$ cat src/rtl/uart_rx_maj_sampler_if.sv
// Sampler-facing bundle: line/timing inputs from the RX counter and FSM, voted-bit results back.
interface uart_rx_maj_sampler_if #(
  parameter int unsigned PRESCALE_W = 6
);
  logic                  RX_IN;
  logic                  dat_samp_en;
  logic [PRESCALE_W-1:0] edge_cnt;
  logic [PRESCALE_W-1:0] Prescale;
  logic                  sampled_bit;
  logic                  sample_valid;
  logic                  noise_err;
  logic                  cfg_err;

  modport master (
    output RX_IN, dat_samp_en, edge_cnt, Prescale,
    input  sampled_bit, sample_valid, noise_err, cfg_err
  );

  modport slave (
    input  RX_IN, dat_samp_en, edge_cnt, Prescale,
    output sampled_bit, sample_valid, noise_err, cfg_err
  );
endinterface

$ cat src/rtl/uart_rx_maj_sampler.sv
// UART RX bit sampler: synchronises RX_IN, collects NUM_SAMPLES samples centred on the bit
// midpoint and emits a majority-voted bit with valid strobe, noise flag and config-error flag.
module uart_rx_maj_sampler #(
  parameter int unsigned PRESCALE_W  = 6,
  parameter int unsigned NUM_SAMPLES = 3,
  parameter int unsigned SYNC_STAGES = 2
) (
  input logic                 CLK,
  input logic                 RST,
  uart_rx_maj_sampler_if.slave bus
);

  localparam int unsigned WW = PRESCALE_W + 1;
  localparam int unsigned H  = (NUM_SAMPLES - 1) / 2;
  localparam int unsigned CW = $clog2(NUM_SAMPLES + 1);

  typedef enum logic [1:0] {IDLE, COLLECT, HOLD} state_e;

  state_e                 state_q, state_d;
  logic [SYNC_STAGES-1:0] sync_q, sync_d;
  logic [NUM_SAMPLES-1:0] samp_q, samp_d;
  logic [CW-1:0]          cnt_q, cnt_d;
  logic                   sampled_bit_q, sampled_bit_d;
  logic                   noise_err_q, noise_err_d;
  logic                   sample_valid_q, sample_valid_d;
  logic                   cfg_err_q, cfg_err_d;

  logic                   rx_s;
  logic [WW-1:0]          p_w, c_w, s_w, e_w, d_w, edge_w, off_w;
  logic                   in_win;
  logic [CW-1:0]          ones;
  logic                   all_same;

  // Window edges, one bit wider than Prescale so C+H+1 cannot wrap
  assign p_w    = WW'(bus.Prescale);
  assign c_w    = p_w >> 1;
  assign s_w    = c_w - WW'(H);
  assign e_w    = c_w + WW'(H);
  assign d_w    = e_w + WW'(1);
  assign edge_w = WW'(bus.edge_cnt);
  assign off_w  = edge_w - s_w;
  assign in_win = (edge_w > s_w) && (edge_w <= e_w) && (off_w == WW'(cnt_q));

  assign cfg_err_d = (c_w < WW'(H)) || (d_w >= p_w);

  always_comb begin
    sync_d    = sync_q;
    sync_d[0] = bus.RX_IN;
    for (int i = 1; i < SYNC_STAGES; i++) sync_d[i] = sync_q[i-1];
  end

  assign rx_s = sync_q[SYNC_STAGES-1];

  always_comb begin
    ones = '0;
    for (int i = 0; i < NUM_SAMPLES; i++) ones = ones + CW'(samp_q[i]);
  end

  assign all_same = (&samp_q) || (~|samp_q);

  // Next-state and registered-output logic
  always_comb begin
    state_d        = state_q;
    cnt_d          = cnt_q;
    samp_d         = samp_q;
    sampled_bit_d  = sampled_bit_q;
    noise_err_d    = noise_err_q;
    sample_valid_d = 1'b0;
    case (state_q)
      IDLE: begin
        if (bus.dat_samp_en && !cfg_err_q && (edge_w == s_w)) begin
          samp_d    = '0;
          samp_d[0] = rx_s;
          cnt_d     = CW'(1);
          state_d   = COLLECT;
        end
      end
      COLLECT: begin
        state_d = IDLE;
        cnt_d   = '0;
        if (bus.dat_samp_en && !cfg_err_q) begin
          if (in_win) begin
            for (int i = 0; i < NUM_SAMPLES; i++) begin
              if (CW'(i) == cnt_q) samp_d[i] = rx_s;
            end
            cnt_d   = cnt_q + CW'(1);
            state_d = COLLECT;
          end else if ((edge_w == d_w) && (cnt_q == CW'(NUM_SAMPLES))) begin
            sampled_bit_d  = ones > CW'(H);
            noise_err_d    = !all_same;
            sample_valid_d = 1'b1;
            state_d        = HOLD;
          end
        end
      end
      HOLD: begin
        // Stay parked until the bit counter wraps so one bit yields one decision
        if (!bus.dat_samp_en || (edge_w == '0)) state_d = IDLE;
      end
      default: state_d = IDLE;
    endcase
  end

  always_ff @(posedge CLK or negedge RST) begin
    if (!RST) begin
      state_q        <= IDLE;
      sync_q         <= '1;
      samp_q         <= '0;
      cnt_q          <= '0;
      sampled_bit_q  <= 1'b1;
      noise_err_q    <= 1'b0;
      sample_valid_q <= 1'b0;
      cfg_err_q      <= 1'b0;
    end else begin
      state_q        <= state_d;
      sync_q         <= sync_d;
      samp_q         <= samp_d;
      cnt_q          <= cnt_d;
      sampled_bit_q  <= sampled_bit_d;
      noise_err_q    <= noise_err_d;
      sample_valid_q <= sample_valid_d;
      cfg_err_q      <= cfg_err_d;
    end
  end

  assign bus.sampled_bit  = sampled_bit_q;
  assign bus.noise_err    = noise_err_q;
  assign bus.sample_valid = sample_valid_q;
  assign bus.cfg_err      = cfg_err_q;

endmodule
$ cat src/flat_wrapper.sv
// flat-port wrapper written by rule: the top's interface ports become plain ports
module uart_rx_maj_sampler_flat 
#(
  parameter int unsigned PRESCALE_W  = 6,
  parameter int unsigned NUM_SAMPLES = 3,
  parameter int unsigned SYNC_STAGES = 2
)
  (CLK, RST, bus_RX_IN, bus_dat_samp_en, bus_edge_cnt, bus_Prescale, bus_sampled_bit, bus_sample_valid, bus_noise_err, bus_cfg_err);
  uart_rx_maj_sampler_if #(.PRESCALE_W(PRESCALE_W)) bus_i ();
  input logic CLK;
  input logic RST;
  input wire logic [$bits(bus_i.RX_IN)-1:0] bus_RX_IN;
  input wire logic [$bits(bus_i.dat_samp_en)-1:0] bus_dat_samp_en;
  input wire logic [$bits(bus_i.edge_cnt)-1:0] bus_edge_cnt;
  input wire logic [$bits(bus_i.Prescale)-1:0] bus_Prescale;
  output wire logic [$bits(bus_i.sampled_bit)-1:0] bus_sampled_bit;
  output wire logic [$bits(bus_i.sample_valid)-1:0] bus_sample_valid;
  output wire logic [$bits(bus_i.noise_err)-1:0] bus_noise_err;
  output wire logic [$bits(bus_i.cfg_err)-1:0] bus_cfg_err;
  assign bus_i.RX_IN = bus_RX_IN;
  assign bus_i.dat_samp_en = bus_dat_samp_en;
  assign bus_i.edge_cnt = bus_edge_cnt;
  assign bus_i.Prescale = bus_Prescale;
  assign bus_sampled_bit = bus_i.sampled_bit;
  assign bus_sample_valid = bus_i.sample_valid;
  assign bus_noise_err = bus_i.noise_err;
  assign bus_cfg_err = bus_i.cfg_err;
  uart_rx_maj_sampler #(.PRESCALE_W(PRESCALE_W), .NUM_SAMPLES(NUM_SAMPLES), .SYNC_STAGES(SYNC_STAGES)) u_core (.CLK(CLK), .RST(RST), .bus(bus_i));
endmodule
$ cat config.mk
export PLATFORM = sky130hd
export DESIGN_NAME = uart_rx_maj_sampler_flat
export DESIGN_NICKNAME = d
export VERILOG_FILES = /design/src/rtl/uart_rx_maj_sampler_if.sv /design/src/rtl/uart_rx_maj_sampler.sv /design/src/flat_wrapper.sv
export SDC_FILE = /design/constraint.sdc
export NUM_CORES = 1
export LEC_CHECK = 0
export BUFFER_PORTS_ARGS = -buffer_cell sky130_fd_sc_hd__buf_2
export CAP_MARGIN = 20
export CORE_ASPECT_RATIO = 1.1
export CORE_MARGIN = 3
export CORE_UTILIZATION = 52
export CTS_CLUSTER_DIAMETER = 150
export DETAILED_ROUTE_END_ITERATION = 7
export PLACE_DENSITY_LB_ADDON = 0.08
export RECOVER_POWER = 100
export SLEW_MARGIN = 0
export SYNTH_ARGS = -nofsm -noshare
export SYNTH_HDL_FRONTEND = slang
export SYNTH_SLANG_ARGS = --single-unit
export TNS_END_PERCENT = 30
$ cat constraint.sdc
create_clock -name CLK -period 2.1 [get_ports CLK]
set_input_delay 0.21 -clock CLK [delete_from_list [all_inputs] [get_ports CLK]]
set_output_delay 0.21 -clock CLK [all_outputs]
set_load 0.01 [all_outputs]
Word level (Yosys, flattened, before mapping)

Cells that the tools add are included.

Bits in registers: 13
Input port bits: 16
Logic and storage cells: 82

Add/subtract/negate cells: 7
Order comparisons: 5
Eq/ne operators: 15
Multiplexer cells: 20
Bitwise gates (word level): 1
Reductions and logical operators: 24

Operators with widths:

| kind                | number |
|---|---|
| $reduce_and 5->1    | 3 |
| $eq 6x7->1          | 2 |
| $mux 2              | 7 |
| $ne 2x1->1 const B  | 7 |
| $mux 3              | 3 |
| $add 7x1->7 const B | 1 |
| $eq 7x2->1          | 1 |
| $ge 7x6->1          | 1 |
| $gt 6x7->1          | 1 |
| $le 6x7->1          | 1 |
| $logic_not 7->1     | 1 |
| $mux 1              | 7 |
| $sub 6x7->7         | 1 |
| $add 5x1->6 const B | 1 |
| $pmux 2 s3          | 1 |
| $pmux 3 s2          | 1 |
| $sub 5x1->6 const B | 1 |
| $logic_and 1x1->1   | 5 |
| $lt 5x1->1 const B  | 1 |
| $eq 2x2->1 const B  | 2 |
| $logic_not 1->1     | 4 |
| $logic_not 2->1     | 2 |
| $pmux 2 s2          | 1 |
| $reduce_and 2->1    | 2 |
| 13 further kinds    | 15 |

Depth between registers and ports, before layout

Gate-level depths: netlist (run 1).

Word-level depth: 8
Mapped depth: 12

Worst setup path after synthesis (run 1)

Ideal clock, no wire load.

Path type: input port to flip-flop
Start: in bus_Prescale[3]
End: reg u_core.samp_q[0]
Arrival: 2.608 ns
Path slack: -0.635 ns
Stages: 10
Path through: buf_6 -> nor4_4 -> nor2_1 -> ha_1 -> a21o_1 -> or3_1 -> a211o_1 -> nor4_4 -> o22ai_1 -> mux2_1

Longest elaborated chain between the ends: 6

RTL lines:

| what                                                   | RTL line                                             | text |
|---|---|---|
| start: declaration                                     | flat_wrapper.sv:15                                   | `input wire logic [$bits(bus_i.Prescale)-1:0] bus_Prescale;` |
| $sub 5x1->6 / $add 5x1->6 (equally long branches)      | uart_rx_maj_sampler.sv:37, uart_rx_maj_sampler.sv:38 |  |
| $sub 6x7->7 (tied with other cells)                    | uart_rx_maj_sampler.sv:41                            | `assign off_w = edge_w - s_w;` |
| $eq 7x2->1 / $logic_and 1x1->1 (equally long branches) | uart_rx_maj_sampler.sv:42                            | `assign in_win = (edge_w > s_w) && (edge_w <= e_w) && (off_w == WW'(cnt_q));` |
| $logic_and 1x1->1                                      | uart_rx_maj_sampler.sv:42                            |  |
| $ne 2x1->1 (no line)                                   | -                                                    |  |
| $reduce_and 5->1 (no line) (*)                         | -                                                    |  |
| end signal: assignment                                 | uart_rx_maj_sampler.sv:117                           | `samp_q <= samp_d;` |
| end: declaration                                       | uart_rx_maj_sampler.sv:21                            | `logic [NUM_SAMPLES-1:0] samp_q, samp_d;` |

Every way passes the cells marked *; elsewhere a longest branch is shown, timed or not.
A chain may end at the register's enable or synchronous reset.

Worst setup path in the final report (run 1)

Start: in bus_Prescale[1]
End: reg u_core.noise_err_q, in the netlist u_core.bus.noise_err

Longest elaborated chain between the ends: 6

RTL lines:

| what                                                   | RTL line                                             | text |
|---|---|---|
| $sub 5x1->6 / $add 5x1->6 (equally long branches)      | uart_rx_maj_sampler.sv:37, uart_rx_maj_sampler.sv:38 |  |
| $sub 6x7->7 (tied with other cells)                    | uart_rx_maj_sampler.sv:41                            |  |
| $eq 7x2->1 / $logic_and 1x1->1 (equally long branches) | uart_rx_maj_sampler.sv:42                            |  |
| $logic_and 1x1->1                                      | uart_rx_maj_sampler.sv:42                            |  |
| $not 1->1 (no line)                                    | -                                                    |  |
| $reduce_and 4->1 (no line) (*)                         | -                                                    |  |
| end signal: assignment                                 | uart_rx_maj_sampler.sv:120                           | `noise_err_q <= noise_err_d;` |
| end: declaration                                       | uart_rx_maj_sampler.sv:24                            | `logic noise_err_q, noise_err_d;` |

Marks and branches as above.

==> flow_summary.json, run 1 <==
{
  "power_mw": 1.03,
  "hold_path_end": "u_core.sync_q[0]",
  "timing.rr.end": "u_core.bus.noise_err",
  "ys_seq_area_share_pct": 21.4,
  "clock-root-buffer": "clkbuf_4",
  "antenna_found_initial": 0,
  "worstHoldPathCells": 1,
  "cts_buffers": 3,
  "switching_power_mw": 0.387,
  "fillers": 158,
  "hp-start": "bus_RX_IN",
  "die_h_um": 63.1,
  "totalWireLength_mm": 4.47,
  "avgSynthCellArea_um2": 9.06,
  "swShare_pct": 37.5,
  "crit_path_frequent_cell": "nor4_4",
  "cp_cell_sequence": "buf_12, nor4_4, nor2_2, ha_4, a21o_1, or3_1, a211o_1, buf_6, nor4_4, nor4_2, mux2_1",
  "die_area_um2": 3650,
  "syn_nets": 212,
  "nets": 288,
  "drt-initial-drc-count": 56,
  "sequentialPowerShare_pct": 31.7,
  "fin_crit_sh_pct": 121,
  "drive_above_1_share_pct": 45.3,
  "rows": 20,
  "combPwrFrac_pct": 53.8,
  "cp_max_fo": 5,
  "ir_drop_v": 0.000494,
  "power_frac_clock_pct": 14.5,
  "drv_slew": 0,
  "layout_common_cells": "buf_4, ha_1, inv_1, buf_2, xnor2_1",
  "start_kind": "input pin",
  "firstDrtPassIters": 4,
  "hold_class": "input pin to flip-flop",
  "drc": 0,
  "vias_per_cell": 5.62,
  "clock_path_buffers": 2,
  "grt_usage_pct": 22.8,
  "worstMarginPinSlew_ns": 0.674,
  "place.port_buffers": 19,
  "grt-ovfl-total": 0,
  "dpl_worst_slack_ns": -0.812,
  "setup_violations": 10,
  "yosysUniqueCellTypes": 50,
  "cp.arrival_ns": 2.69,
  "reg2reg_depth": 6,
  "async_reset_ff_share_pct": 100,
  "grt_max_degree": 14,
  "power_density_nw_per_um2": 441,
  "netlist_area_um2": 1540,
  "critPathKind": "input pin to flip-flop",
  "crit_path_max_incr_delay_ns": 0.36,
  "slew_headroom_pct": 55.1,
  "final-hold-violation-count": 0,
  "clkTransAtPathRegs_ns": 0.07,
  "boundaryPins": 20,
  "cp-end-kind": "flip-flop",
  "grt_setup_unrepaired": "yes",
  "cts_tree": "yes",
  "insertion_delay_ns": 0.27,
  "critPathRequiredTime_ns": 2.25,
  "wl_per_cell_um": 16.1,
  "cts.sinks": 13,
  "grt_pass1_vias": 1598,
  "outcome": "finished with violations",
  "finClkSkew_ns": 0.00255,
  "violations": "negative setup slack",
  "final_common_cell": "buf_4",
  "reg2reg_slack_ns": -0.02,
  "intPower_mw": 0.644,
  "core-area_um2": 2800,
  "setup_ws_ns": -0.435,
  "fin_crit_ns": 2.54,
  "slowest_stage": "or3_1",
  "finalWeightedCongestion": 0.878,
  "power_leakage_nw": 1.09,
  "die_w_um": 57.9,
  "areaGrowthSynthToFinish_pct": 51.7,
  "max_freq_mhz": 394,
  "antenna_cells": 0,
  "final_antenna_net_count": 0,
  "vias": 1562,
  "yosysWarnings": 0,
  "grt_pass1_wl_mm": 6.66,
  "synth_cells": 170,
  "ys.flop_type": "dfrtp_1",
  "synth_seq_cells": 13,
  "synth-edff-count": 0,
  "crit_buf_inv": 2,
  "cp_top_family": "simple AND/OR/NAND/NOR gates",
  "drv_cap": 0,
  "r2r-start": "u_core.state_q[1]",
  "initial_core_util_pct": 55.0,
  "dp_hpwl_mm": 3.23,
  "htreeDepth": 1
}
==> stage by stage <==
step           hold WS (ns)  utilization [%]  cells  TNS, ns  instance area, um^2
2_1_floorplan       -0.0856                -    170    -2.89                 1560
3_3_place_gp         0.0996             72.4    267    -6.59                 2030
3_5_place_dp          0.106             72.4    267    -6.86                 2030
4_1_cts              0.0322             77.9    276    -2.40                 2180
5_1_grt              0.0230             83.3    278    -3.60                 2340
6_report             0.0362             83.3    278    -2.74                 2340
==> Yosys cell counts (2+ instances only) <==
cell type,n,share of area (%)
a21oi_1,10,3.2
nand3b_1,2,0.97
nand2b_1,3,1.2
nor4_1,2,0.81
a32oi_1,2,1.1
ha_1,25,20
mux2_1,2,1.5
dfrtp_1,10,16
nand4_1,3,1.2
xnor2_2,2,2.1
inv_1,15,3.7
o21ai_1,3,0.97
nor2b_1,3,1.2
nor2_1,6,1.5
nor4_4,2,2.8
xor2_1,3,1.7
a211o_1,2,1.1
a21o_1,6,2.9
and3_1,2,0.81
xnor2_1,14,8.0
nand3_1,7,2.3
o21ai_0,6,1.9
dfstp_2,3,5.1
nand2_1,7,1.7
a31oi_1,2,0.81
nor3_1,4,1.3
==> power by group through the flow <==
| stage | combinational [mW] | sequential [mW] | clock (mW) |
|---|---|---|---|
| global placement | 0.437 | 0.325 | 0 |
| global route | 0.608 | 0.332 | 0.160 |
| finish | 0.555 | 0.326 | 0.150 |
| floorplan | 0.281 | 0.317 | 0 |
| detailed placement | 0.455 | 0.331 | 0 |
| CTS | 0.489 | 0.326 | 0.153 |
==> final cells by class <==
type / instances / area, um^2 / area share, %
Tap cell: 33 / 41.3 / 1.77
Multi-Input combinational cell: 139 / 1330 / 56.8
Clock buffer: 4 / 26.3 / 1.12
Sequential cell: 13 / 329 / 14.1
Inverter: 17 / 71.3 / 3.05
Timing Repair Buffer: 72 / 542 / 23.2
==> kinds of logic (layout without fill, tap and decap cells) <==
family          after synthesis  after routing  share of synthesized area (%)
flops                        13             13                           21.4
buf+inv                      18             93                           4.87
mux                           4              4                           2.84
compound gates               38             38                           16.0
fa+ha+maj                    26             26                           21.6
simple gates                 52             52                           21.5
xor+xnor                     19             19                           11.8
==> registers in the layout, summed over array words and instances, names as in the netlist <==
name and cells:
u_core.bus.cfg_err 1, u_core.bus.noise_err 1, u_core.bus.sample_valid 1, u_core.bus.sampled_bit 1
u_core.cnt_q 2, u_core.samp_q 3, u_core.state_q 2, u_core.sync_q 2
==> what timing repair did <==
item / in CTS / in global routing
hold buffers: 1 / 0
setup endpoints to repair: 11 / 11
gates resized for setup: 24 / 30
setup buffers: 5 / 2
pin swaps: 11 / 10
hold endpoints to repair: 10 / 0
==> how the worst max path moves through the flow <==
stage                          from                   end  cells after the start
detailed placement  bus_Prescale[1]  u_core.bus.noise_err                     13
finish              bus_Prescale[1]  u_core.bus.noise_err                     11
CTS                 bus_Prescale[3]      u_core.samp_q[0]                     11
global route        bus_Prescale[1]  u_core.bus.noise_err                     13
global placement    bus_Prescale[1]  u_core.bus.noise_err                     13
floorplan           bus_Prescale[4]      u_core.samp_q[0]                      9
==> worst register-to-register path, stage by stage, from the launching register on <==
cell and delay [ns]:
dfrtp_1 0.39, nand2b_1 0.16, or3b_1 0.42, nor3b_1 0.30, nand4_1 0.16, nor4_2 0.23
mux2_1 0.35
==> metal layers <==
| layer | GRT usage, % | vias to the layer above | part of all wire, % |
|---|---|---|---|
| met4 | 11.0 | 0 | 2.2 |
| li1 | - | 766 | - |
| met1 | 26.4 | 743 | 39 |
| met2 | 41.7 | 45 | 55 |
| met5 | 0 | - | 0 |
| met3 | 0.615 | 8 | 3.2 |
Note: power is estimated with default switching activity, not from simulation.
==> inputs of run 2 (changes only) <==
--- a/config.mk
+++ b/config.mk
@@ -18,4 +18,4 @@
 export SYNTH_ARGS = -nofsm -noshare
 export SYNTH_HDL_FRONTEND = slang
 export SYNTH_SLANG_ARGS = --single-unit
-export TNS_END_PERCENT = 30
+export TNS_END_PERCENT = 50
==> flow_summary.json, run 2 (synthesis results as in run 1) <==
{
  "cp_cell_sequence": "buf_8, buf_6, buf_6, nand3_2, inv_1, nand3_1, ha_1, nand3_1, a21o_1, a21oi_1, a211o_1, buf_6, nor4_4, nor4_2, mux2_1",
  "vias": 1556,
  "outcome": "finished with violations",
  "htreeDepth": 1,
  "fin_crit_sh_pct": 121,
  "cts.sinks": 13,
  "cp_max_fo": 6,
  "grt_max_degree": 14,
  "crit_path_frequent_cell": "buf_6",
  "clock_path_buffers": 2,
  "vias_per_cell": 5.56,
  "initial_core_util_pct": 55.0,
  "grt-ovfl-total": 0,
  "setup_violations": 10,
  "final_common_cell": "buf_4",
  "hold_class": "input pin to flip-flop",
  "largest-register": "u_core.samp_q",
  "drive_above_1_share_pct": 45.7,
  "crit_path_max_incr_delay_ns": 0.35,
  "clock-root-buffer": "clkbuf_4",
  "cp-end-kind": "flip-flop",
  "nets": 290,
  "final_antenna_net_count": 0,
  "boundaryPins": 20,
  "cp.arrival_ns": 2.70,
  "power_leakage_nw": 1.10,
  "grt_pass1_vias": 1581,
  "largest_register_ffs": 3,
  "die_h_um": 63.1,
  "areaGrowthSynthToFinish_pct": 53.3,
  "fin_crit_ns": 2.55,
  "dpl_worst_slack_ns": -0.812,
  "die_area_um2": 3650,
  "setup_ws_ns": -0.447,
  "firstDrtPassIters": 4,
  "violations": "negative setup slack",
  "dp_hpwl_mm": 3.23,
  "cts_buffers": 3,
  "worstMarginPinSlew_ns": 0.680,
  "die_w_um": 57.9,
  "slowest_stage": "mux2_1",
  "clkTransAtPathRegs_ns": 0.07,
  "ir_drop_v": 0.000429,
  "critPathKind": "input pin to flip-flop",
  "insertion_delay_ns": 0.27,
  "grt_setup_unrepaired": "yes",
  "drv_cap": 0,
  "finClkSkew_ns": 0.0100,
  "timing.hold.ws_ns": 0.0396,
  "max_freq_mhz": 393,
  "grt_pass1_wl_mm": 6.64,
  "power_density_nw_per_um2": 438,
  "layout_common_cells": "buf_4, ha_1, inv_1, buf_2, xnor2_1",
  "place.port_buffers": 19,
  "critPathRequiredTime_ns": 2.25,
  "antenna_found_initial": 0,
  "drv_slew": 0,
  "totalWireLength_mm": 4.44,
  "rows": 20,
  "final-hold-violation-count": 0,
  "finalWeightedCongestion": 0.878,
  "slew_headroom_pct": 54.7,
  "cts_tree": "yes",
  "drt-initial-drc-count": 67,
  "core-area_um2": 2800,
  "drc": 0,
  "antenna_cells": 0,
  "grt_usage_pct": 22.7,
  "wl_per_cell_um": 15.9,
  "start_kind": "input pin"
}
run 2: final cells by class:
type / instances / area [um^2]
well taps: 33 / 41.3
flip-flops and latches: 13 / 329
repair buffers: 74 / 564
inverters: 17 / 73.8
clock buffers: 4 / 26.3
fillers: 155 / 442
multi-input cells: 139 / 1330
run 2: critical path, delay by kind of cell:
| family | cells | cell delay (ns) |
|---|---|---|
| AO/OA/AOI/OAI | 3 | 0.55 |
| adder cells (fa/ha/maj) | 1 | 0.31 |
| buffers and inverters | 5 | 0.53 |
| multiplexers | 1 | 0.35 |
| AND/OR/NAND/NOR | 5 | 0.74 |
run 2: final timing paths:
path,start,endpoint,slack (ns),cells past startpoint
setup / recovery,bus_Prescale[3],u_core.bus.noise_err,-0.45,15
hold / removal,bus_RX_IN,u_core.sync_q[0],0.04,1
setup reg to reg,u_core.state_q[1],u_core.bus.noise_err,-0.02,6
hold reg to reg,u_core.sync_q[0],u_core.sync_q[1],0.36,0
max in group asynchronous,RST,u_core.bus.cfg_err,1.18,2
min in group asynchronous,RST,u_core.samp_q[0],0.48,2
run 2: where the power goes:
part           internal [mW]  switching [mW]
combinational          0.289           0.268
sequential             0.284          0.0415
clock                 0.0734          0.0784
run 2: stage by stage:
stage               power [mW]  util, %  cell area [um^2]  TNS, ns  std cells
floorplan                0.598        -              1560    -2.89        170
global placement         0.762     72.4              2030    -6.59        267
detailed placement       0.786     72.4              2030    -6.86        267
CTS                      0.972     78.0              2190    -2.33        276
global route              1.10     84.2              2360    -4.22        280
finish                    1.03     84.2              2360    -2.87        280
run 2: repair_timing:
| item | in CTS | in global routing |
|---|---|---|
| hold endpoints to repair | 10 | 0 |
| endpoints found under the setup margin | 11 | 11 |
| hold buffers | 1 | 0 |
| setup buffers | 6 | 4 |
| pin swaps | 12 | 12 |
| gates resized for setup | 25 | 32 |
run 2: per-layer routing:
metal / track usage, % / wire length (um) / up-vias
met5: 0 / 0 / -
met3: 1.23 / 139 / 14
met1: 26.3 / 1780 / 733
met4: 10.4 / 130 / 0
li1: - / - / 765
met2: 41.4 / 2390 / 44
==> inputs of run 3 (changes only) <==
--- a/config.mk
+++ b/config.mk
@@ -14,6 +14,7 @@
 export DETAILED_ROUTE_END_ITERATION = 7
 export PLACE_DENSITY_LB_ADDON = 0.08
 export RECOVER_POWER = 100
+export REMOVE_ABC_BUFFERS = 1
 export SLEW_MARGIN = 0
 export SYNTH_ARGS = -nofsm -noshare
 export SYNTH_HDL_FRONTEND = slang
==> constraint.sdc (replaced) <==
create_clock -name CLK -period 2.1 [get_ports CLK]
set_input_delay 0.105 -clock CLK [delete_from_list [all_inputs] [get_ports CLK]]
set_output_delay 0.105 -clock CLK [all_outputs]
set_load 0.01 [all_outputs]
==> flow_summary.json, run 3 (synthesis results as in run 1) <==
{
  "grt_pass1_vias": 1559,
  "die_w_um": 57.9,
  "setup_tns_ns": -1.98,
  "die_h_um": 63.1,
  "finClkSkew_ns": 0.00562,
  "dpl_worst_slack_ns": -0.740,
  "grt_pass1_wl_mm": 6.73,
  "fillers": 154,
  "power_density_nw_per_um2": 439,
  "vias": 1605,
  "drv_cap": 0,
  "setup_violations": 11,
  "cp.arrival_ns": 2.58,
  "outcome": "finished with violations",
  "core-area_um2": 2800,
  "start_kind": "input pin",
  "violations": "negative setup slack",
  "crit_path_frequent_cell": "nor4_4",
  "drv_slew": 0,
  "critPathKind": "input pin to flip-flop",
  "power_mw": 1.05,
  "cp_cell_sequence": "buf_6, inv_1, ha_4, nand3_4, xnor2_2, ha_1, or3_1, a211o_1, nor4_4, nor4_4, mux2_1",
  "dpl_cell_area_um2": 2070,
  "clock-root-buffer": "clkbuf_4",
  "drc": 0,
  "crit_path_max_incr_delay_ns": 0.40,
  "worstHoldPathCells": 3,
  "htreeDepth": 1,
  "slew_headroom_pct": 55.9,
  "insertion_delay_ns": 0.27,
  "crit_buf_inv": 2,
  "final_common_cell": "buf_4",
  "layout_common_cells": "buf_4, ha_1, inv_1, xnor2_1, buf_2",
  "multi_input_area_um2": 1340,
  "reg2reg_depth": 6,
  "clock_path_buffers": 2,
  "grt_setup_unrepaired": "yes",
  "die_area_um2": 3650,
  "worstMarginPinSlew_ns": 0.661,
  "cp_max_fo": 3,
  "hold_class": "input pin to flip-flop",
  "slowest_stage": "or3_1",
  "final_antenna_net_count": 0,
  "power_leakage_nw": 1.12,
  "grt-ovfl-total": 0,
  "max_freq_mhz": 413,
  "cp_top_family": "simple AND/OR/NAND/NOR gates",
  "cts_buffers": 3,
  "grt_max_degree": 14,
  "cp-end-kind": "flip-flop",
  "setup_ws_ns": -0.321,
  "dp_hpwl_mm": 3.39,
  "clkTransAtPathRegs_ns": 0.08,
  "wl_per_cell_um": 17.2,
  "initial_core_util_pct": 55.0,
  "drive_above_1_share_pct": 46.8,
  "reg2reg_slack_ns": -0.19,
  "antenna_cells": 0,
  "boundaryPins": 20,
  "areaGrowthSynthToFinish_pct": 55.2,
  "fin_crit_sh_pct": 115,
  "firstDrtPassIters": 4,
  "vias_per_cell": 5.63,
  "seq_area_um2": 329,
  "nets": 295,
  "fin_crit_ns": 2.42,
  "place.port_buffers": 19,
  "antenna_found_initial": 0,
  "timing.rr.end": "u_core.bus.noise_err",
  "grt_usage_pct": 23.4,
  "drt-initial-drc-count": 69,
  "hp-start": "bus_dat_samp_en",
  "r2r-start": "u_core.state_q[1]",
  "largest-register": "u_core.samp_q",
  "cts_tree": "yes",
  "finalWeightedCongestion": 0.876,
  "final-hold-violation-count": 0,
  "largest_register_ffs": 3,
  "rows": 20,
  "hold_path_end": "u_core.state_q[1]",
  "critPathRequiredTime_ns": 2.26,
  "totalWireLength_mm": 4.89,
  "stdcell_area_um2": 2390,
  "ir_drop_v": 0.000447,
  "cts.sinks": 13
}
## run 3: changes by cell type in the layout (fill, tap and decap cells not counted), sizes merged
cell         previous run  this run
dlygate4sd3             1         2
buf                    68        72
## run 3: worst register-to-register path: cells and delay by family, from the launching register on
family	cells	cell delay (ns)
DFF	1	0.41
muxes	1	0.35
and+or+nand+nor	5	1.42
## run 3: worst max-delay path by stage
| stage | start | end | slack [ns] | cells after the start |
|---|---|---|---|---|
| 2_1_floorplan | bus_Prescale[1] | u_core.samp_q[0] | -0.52 | 9 |
| 3_5_place_dp | bus_Prescale[1] | u_core.bus.noise_err | -0.74 | 12 |
| 4_1_cts | bus_Prescale[2] | u_core.samp_q[0] | -0.39 | 11 |
| 6_report | bus_Prescale[2] | u_core.bus.noise_err | -0.32 | 11 |
| 5_1_grt | bus_Prescale[2] | u_core.bus.noise_err | -0.43 | 11 |
| 3_3_place_gp | bus_Prescale[1] | u_core.bus.noise_err | -0.69 | 11 |
## run 3: per-stage QoR
stage	std cells	utilization, %	hold WS [ns]
final	285	85.3	0.109
after global placement	275	73.9	-0.00565
after CTS	283	79.1	0.104
after floorplan	169	-	-0.191
after detailed placement	275	73.9	-0.00346
after global routing	285	85.3	0.122
## run 3: layout make-up
| class | count | area share, % |
|---|---|---|
| flip-flops and latches | 13 | 13.8 |
| clock buffers | 4 | 1.10 |
| inverters | 17 | 2.88 |
| repair buffers | 79 | 24.3 |
| multi-input cells | 139 | 56.2 |
| well taps | 33 | 1.73 |
## run 3: metal layers
layer	vias up	track usage [%]	wire, um
met2	44	44.4	2710
met4	0	8.41	145
li1	775	-	-
met1	771	26.9	1890
met3	15	0.820	151
met5	-	0	0
## run 3: where the power goes
part	total, mW	switching (mW)	internal [mW]	leakage, nW
Combinational	0.567	0.277	0.291	0.944
Clock	0.153	0.0792	0.0736	0.0150
Sequential	0.330	0.0457	0.284	0.161
## run 3: repair_timing
item,4_1_cts,5_1_grt
hold buffers,2,0
pin swaps,18,21
endpoints found under the hold margin,14,0
gates cloned,0,0
setup endpoints to repair,11,11
buffers inserted,3,2
resized for setup,20,34
